**src/rtl/mem_access_stage.sv**
```systemverilog
// Memory-access stage: one 32-bit load/store as two 16-bit SRAM phases with wait states.
// Optional stall counter enabled by defining MEM_STAGE_PERF_CNT_EN.
module mem_access_stage #(
    parameter int unsigned WAIT_CYCLES = 2,
    parameter int unsigned ADDR_OFFSET = 1024
) (
    input  logic        clk,
    input  logic        rst,
    input  logic        MEM_R_EN,
    input  logic        MEM_W_EN,
    input  logic [31:0] ALU_result,
    input  logic [31:0] Val_Rm,
    output logic        freeze,
    output logic        ready,
    output logic [31:0] mem_read_value,
    output logic [17:0] SRAM_ADDR,
    output logic [15:0] SRAM_DQ_out,
    output logic        SRAM_DQ_oe,
    input  logic [15:0] SRAM_DQ_in,
    output logic        SRAM_WE_N,
    output logic        SRAM_OE_N,
    output logic [31:0] stall_cnt
);

    localparam int CW = (WAIT_CYCLES < 1) ? 1 : $clog2(WAIT_CYCLES + 1);
    localparam logic [CW-1:0] CNT_LAST = CW'(WAIT_CYCLES);

    typedef enum logic [1:0] {
        IDLE,
        LO,
        HI,
        DONE
    } state_e;

    state_e        state_q;
    logic [CW-1:0] cnt_q;
    logic [16:0]   wa_q;
    logic [15:0]   wdata_hi_q;
    logic          wr_q;
    logic          ready_q;
    logic [31:0]   rdata_q;
    logic [17:0]   addr_q;
    logic [15:0]   dq_out_q;
    logic          dq_oe_q;
    logic          we_n_q;
    logic          oe_n_q;

    logic          req;
    logic          wr_in;
    logic          last;
    logic [16:0]   wa_in;

    // Both enables high resolves to a store.
    assign req   = MEM_R_EN | MEM_W_EN;
    assign wr_in = MEM_W_EN;
    assign wa_in = 17'((ALU_result - ADDR_OFFSET) >> 2);
    assign last  = (cnt_q == CNT_LAST);

    // Combinational so the request cycle itself already stalls.
    assign freeze = ((state_q == IDLE) && req)
                  || (state_q == LO)
                  || (state_q == HI);

    assign ready          = ready_q;
    assign mem_read_value = rdata_q;
    assign SRAM_ADDR      = addr_q;
    assign SRAM_DQ_out    = dq_out_q;
    assign SRAM_DQ_oe     = dq_oe_q;
    assign SRAM_WE_N      = we_n_q;
    assign SRAM_OE_N      = oe_n_q;

    always_ff @(posedge clk or negedge rst) begin
        if (!rst) begin
            state_q    <= IDLE;
            cnt_q      <= '0;
            wa_q       <= '0;
            wdata_hi_q <= '0;
            wr_q       <= 1'b0;
            ready_q    <= 1'b0;
            rdata_q    <= '0;
            addr_q     <= '0;
            dq_out_q   <= '0;
            dq_oe_q    <= 1'b0;
            we_n_q     <= 1'b1;
            oe_n_q     <= 1'b1;
        end else begin
            ready_q <= 1'b0;
            unique case (state_q)
                IDLE: begin
                    if (req) begin
                        wa_q       <= wa_in;
                        wdata_hi_q <= Val_Rm[31:16];
                        wr_q       <= wr_in;
                        cnt_q      <= '0;
                        addr_q     <= {wa_in, 1'b0};
                        dq_out_q   <= Val_Rm[15:0];
                        dq_oe_q    <= wr_in;
                        we_n_q     <= ~wr_in;
                        oe_n_q     <= wr_in;
                        state_q    <= LO;
                    end
                end
                LO: begin
                    if (last) begin
                        cnt_q    <= '0;
                        addr_q   <= {wa_q, 1'b1};
                        dq_out_q <= wdata_hi_q;
                        if (!wr_q) begin
                            rdata_q[15:0] <= SRAM_DQ_in;
                        end
                        state_q  <= HI;
                    end else begin
                        cnt_q <= cnt_q + 1'b1;
                    end
                end
                HI: begin
                    if (last) begin
                        cnt_q   <= '0;
                        ready_q <= 1'b1;
                        dq_oe_q <= 1'b0;
                        we_n_q  <= 1'b1;
                        oe_n_q  <= 1'b1;
                        if (!wr_q) begin
                            rdata_q[31:16] <= SRAM_DQ_in;
                        end
                        state_q <= DONE;
                    end else begin
                        cnt_q <= cnt_q + 1'b1;
                    end
                end
                DONE: begin
                    state_q <= IDLE;
                end
                default: begin
                    state_q <= IDLE;
                end
            endcase
        end
    end

`ifdef MEM_STAGE_PERF_CNT_EN
    logic [31:0] stall_q;

    always_ff @(posedge clk or negedge rst) begin
        if (!rst) begin
            stall_q <= '0;
        end else if (freeze) begin
            stall_q <= stall_q + 32'd1;
        end
    end

    assign stall_cnt = stall_q;
`else
    assign stall_cnt = '0;
`endif

endmodule

```
**config.mk**
```make
export PLATFORM = sky130hd
export DESIGN_NAME = mem_access_stage
export DESIGN_NICKNAME = d
export VERILOG_FILES = /design/src/rtl/mem_access_stage.sv
export SDC_FILE = /design/constraint.sdc
export NUM_CORES = 1
export LEC_CHECK = 0
export CAP_MARGIN = 40
export CELL_PAD_IN_SITES_DETAIL_PLACEMENT = 1
export CELL_PAD_IN_SITES_GLOBAL_PLACEMENT = 2
export CORE_ASPECT_RATIO = 1.2
export CORE_MARGIN = 2
export CORE_UTILIZATION = 41
export CTS_BUF_LIST = sky130_fd_sc_hd__clkbuf_2 sky130_fd_sc_hd__clkbuf_4 sky130_fd_sc_hd__clkbuf_8
export DETAILED_ROUTE_END_ITERATION = 8
export DONT_BUFFER_PORTS = 1
export PLACE_DENSITY_LB_ADDON = 0.1
export SETUP_SLACK_MARGIN = 0.02
export SYNTH_ARGS = -nofsm -noshare
export SYNTH_HDL_FRONTEND = slang
export SYNTH_SLANG_ARGS = --single-unit
```
**constraint.sdc**
```tcl
create_clock -name clk -period 2.6 [get_ports clk]
set_clock_uncertainty 0.1 [all_clocks]
set_input_delay 0.39 -clock clk [delete_from_list [all_inputs] [get_ports clk]]
set_output_delay 0.39 -clock clk [all_outputs]
set_load 0.02 [all_outputs]
```
==> impl_metrics.toml <==
[synth]
yosysSeqAreaShare_pct = 55.4
yosys_warnings = 0
syn_area_per_cell_um2 = 12.2
synth_seq_cells = 108
syn_area_mm2 = 0.00488
synth_flop_cell = "dfrtp_1"
synthDistinctLibCells = 47
synth_edf_count = 0
async_flop_share_pct = 100
syn_inst = 401

[clocking]
cts_tree = "built"
cts-htree-levels = 3
clk_path_buf_depth = 2
clk_pin_slew_ns = 0.11
cts_num_sinks = 108
cts_buffers = 9
cts.repair.resized = 0
clock_latency_ns = 0.37
cts_root_buffer = "clkbuf_8"
cts_setup_buffers = 0

[sta]
whs_ns = -0.407
slew_violations = 0
final-hold-violation-count = 108
max_freq_mhz = 450
setup_viol = 0
period_share_pct = 85.6
fin_setup_tns_ns = 0
rsz0062_at_grt = "false"
fin_crit_ns = 2.22

[finish]
layout.area.seq_mm2 = 0.00271
area_growth_pct = 4.99
multi_input_area_mm2 = 0.00193
antenna_cells = 0
nNetsFinal = 490
drive_gt1_share_pct = 23.9
most-common-layout-cells = "dfrtp_1 (106), mux2_2 (57), nand2_1 (46)"
final_common_cell = "dfrtp_1"
nFillCells = 1263

[pwr]
ir_drop_v = 0.000485
netSwitchingFraction_pct = 42.5
p_sw_uw = 2910
p_per_area_mw_per_mm2 = 1330
p_comb_share_pct = 32.1
power_uw = 6850
pwr-share-clk_pct = 14.6
internal_power_uw = 3930
power.leakage_uw = 0.00227
pwr-share-seq_pct = 53.4

[routing]
viasPerCell = 5.02
post_drt_wl_per_cell_um = 17.9
routed-via-count = 2826
routed_wl_mm = 10.1
drc = 0
final_antenna_net_count = 0
drt_first_iter_violations = 59
firstDrtPassIters = 4

[global_routing]
first_global_vias = 3023
grt_usage_pct = 16.0
grt_start_max_net_pins = 109
antenna_found_initial = 0
grt_pass1_wl_mm = 16.1
grt_overflow = 0

[place]
port_buffers = 0
gp_congestion = 0.725
hpwl_mm = 7.24

[critical_path]
worstSetupEndpointType = "output pin"
crit_chain = "inv_1, ha_1, o21ai_4, buf_4, nand2_1"
path_max_fanout = 18
rrSetupSlack_ns = 0.59
crit_path_start_kind = "flip-flop"
worstPathArrival_ns = 1.73
path_buf_inv = 2
worstPathRequired_ns = 2.11
crit_path_max_incr_delay_ns = 0.37
cp_top_family = "buffers and inverters"
worstSetupPathType = "flip-flop to output pin"
slowest_stage = "dfrtp_1"

[status]
violations = "negative hold slack"
status = "complete, but fails checks"

[flow_run]
drv_cap = 0

[floorplan]
core_area_mm2 = 0.0116
die_h_um = 124
die_area_mm2 = 0.0128
ios = 187
placementRows = 43
die_w_um = 104
initial_utilization_pct = 42.2

[min_path]
min-delay-path-class = "input pin to asynchronous set/reset pin"
[worst reg2reg max path: stages, from the launching register on]
cell      delay (ns)
dfrtp_1         0.40
inv_1           0.12
ha_1            0.29
buf_4           0.20
nor3b_2         0.41
o21bai_1        0.23
mux2i_1         0.20
[cell usage after synthesis, types with 2 or more instances]
cell type,n,share of area [%]
mux2i_1,28,5.7
buf_2,9,0.92
buf_6,3,0.69
mux2_2,57,13
nand3_1,3,0.31
ha_1,5,1.3
inv_1,8,0.61
clkbuf_1,5,0.38
nor2_1,8,0.61
dfstp_2,2,1.1
xnor2_1,5,0.90
o21ai_0,36,3.7
buf_4,33,5.1
dfrtp_1,106,54
nand2b_1,3,0.38
a21oi_1,6,0.61
xor2_1,2,0.36
o41ai_1,2,0.36
o21ai_1,4,0.41
nand2_1,46,3.5
o22a_1,2,0.36
o211ai_1,3,0.46
[area by class of cell]
class / instances / share of cell area [%]
clock inverter: 7 / 1.29
inverter: 8 / 0.586
sequential: 108 / 52.7
tap: 157 / 3.83
clock buffer: 9 / 2.42
timing repair buffer: 9 / 1.56
multi-input combinational: 265 / 37.6
[cell families after synthesis]
family / count (synthesis) / share of synthesized area, %
AO/OA/AOI/OAI: 62 / 7.45
XOR/XNOR: 7 / 1.26
adder cells (fa/ha/maj): 5 / 1.28
buffers and inverters: 59 / 7.76
flip-flops: 108 / 55.4
multiplexers: 86 / 19.2
other: 1 / 0.0768
AND/OR/NAND/NOR: 73 / 7.61
[through the flow]
stage,setup slack (ns),util (%),hold WS [ns],std cells,instance area [µm²]
finish,0.375,44.3,-0.407,563,5130
global route,0.259,44.3,-0.446,563,5130
CTS,0.310,44.3,-0.432,563,5130
detailed placement,0.586,42.7,-0.00294,547,4940
global placement,0.618,42.7,-0.00298,547,4940
floorplan,0.725,-,-0.00559,432,5000
[final timing paths]
kind                       cells after the start                end            from
setup reg to reg                               6         state_q[1]      state_q[0]
hold reg to reg                                2           wa_q[16]        wa_q[16]
hold / removal                                 0  mem_read_value[7]             rst
min in group clk                               1            wa_q[8]  ALU_result[10]
max in group asynchronous                      0          SRAM_OE_N             rst
setup / recovery                               5             freeze      state_q[0]
[layer usage]
metal,vias up,routed length (µm),track usage (%)
li1,1314,-,-
met1,1412,4120,19.2
met2,93,5140,27.6
met3,7,709,5.08
met4,0,116,5.83
met5,-,0,0
[power groups by stage]
| stage | clock network [µW] | registers, µW | logic [µW] |
|---|---|---|---|
| 3_3_place_gp | 0 | 3680 | 2140 |
| 2_1_floorplan | 0 | 3520 | 1850 |
| 5_1_grt | 1100 | 3770 | 2490 |
| 3_5_place_dp | 0 | 3720 | 2250 |
| 6_report | 997 | 3650 | 2200 |
| 4_1_cts | 1050 | 3680 | 2250 |
[state kept, by name (all words and copies together), names as in the netlist]
name,cells
SRAM_ADDR,18
SRAM_DQ_oe,1
SRAM_DQ_out,16
SRAM_OE_N,1
SRAM_WE_N,1
cnt_q,2
mem_read_value,32
ready,1
state_q,2
wa_q,17
wdata_hi_q,16
wr_q,1
No activity file was read; power rests on OpenSTA's default activity.
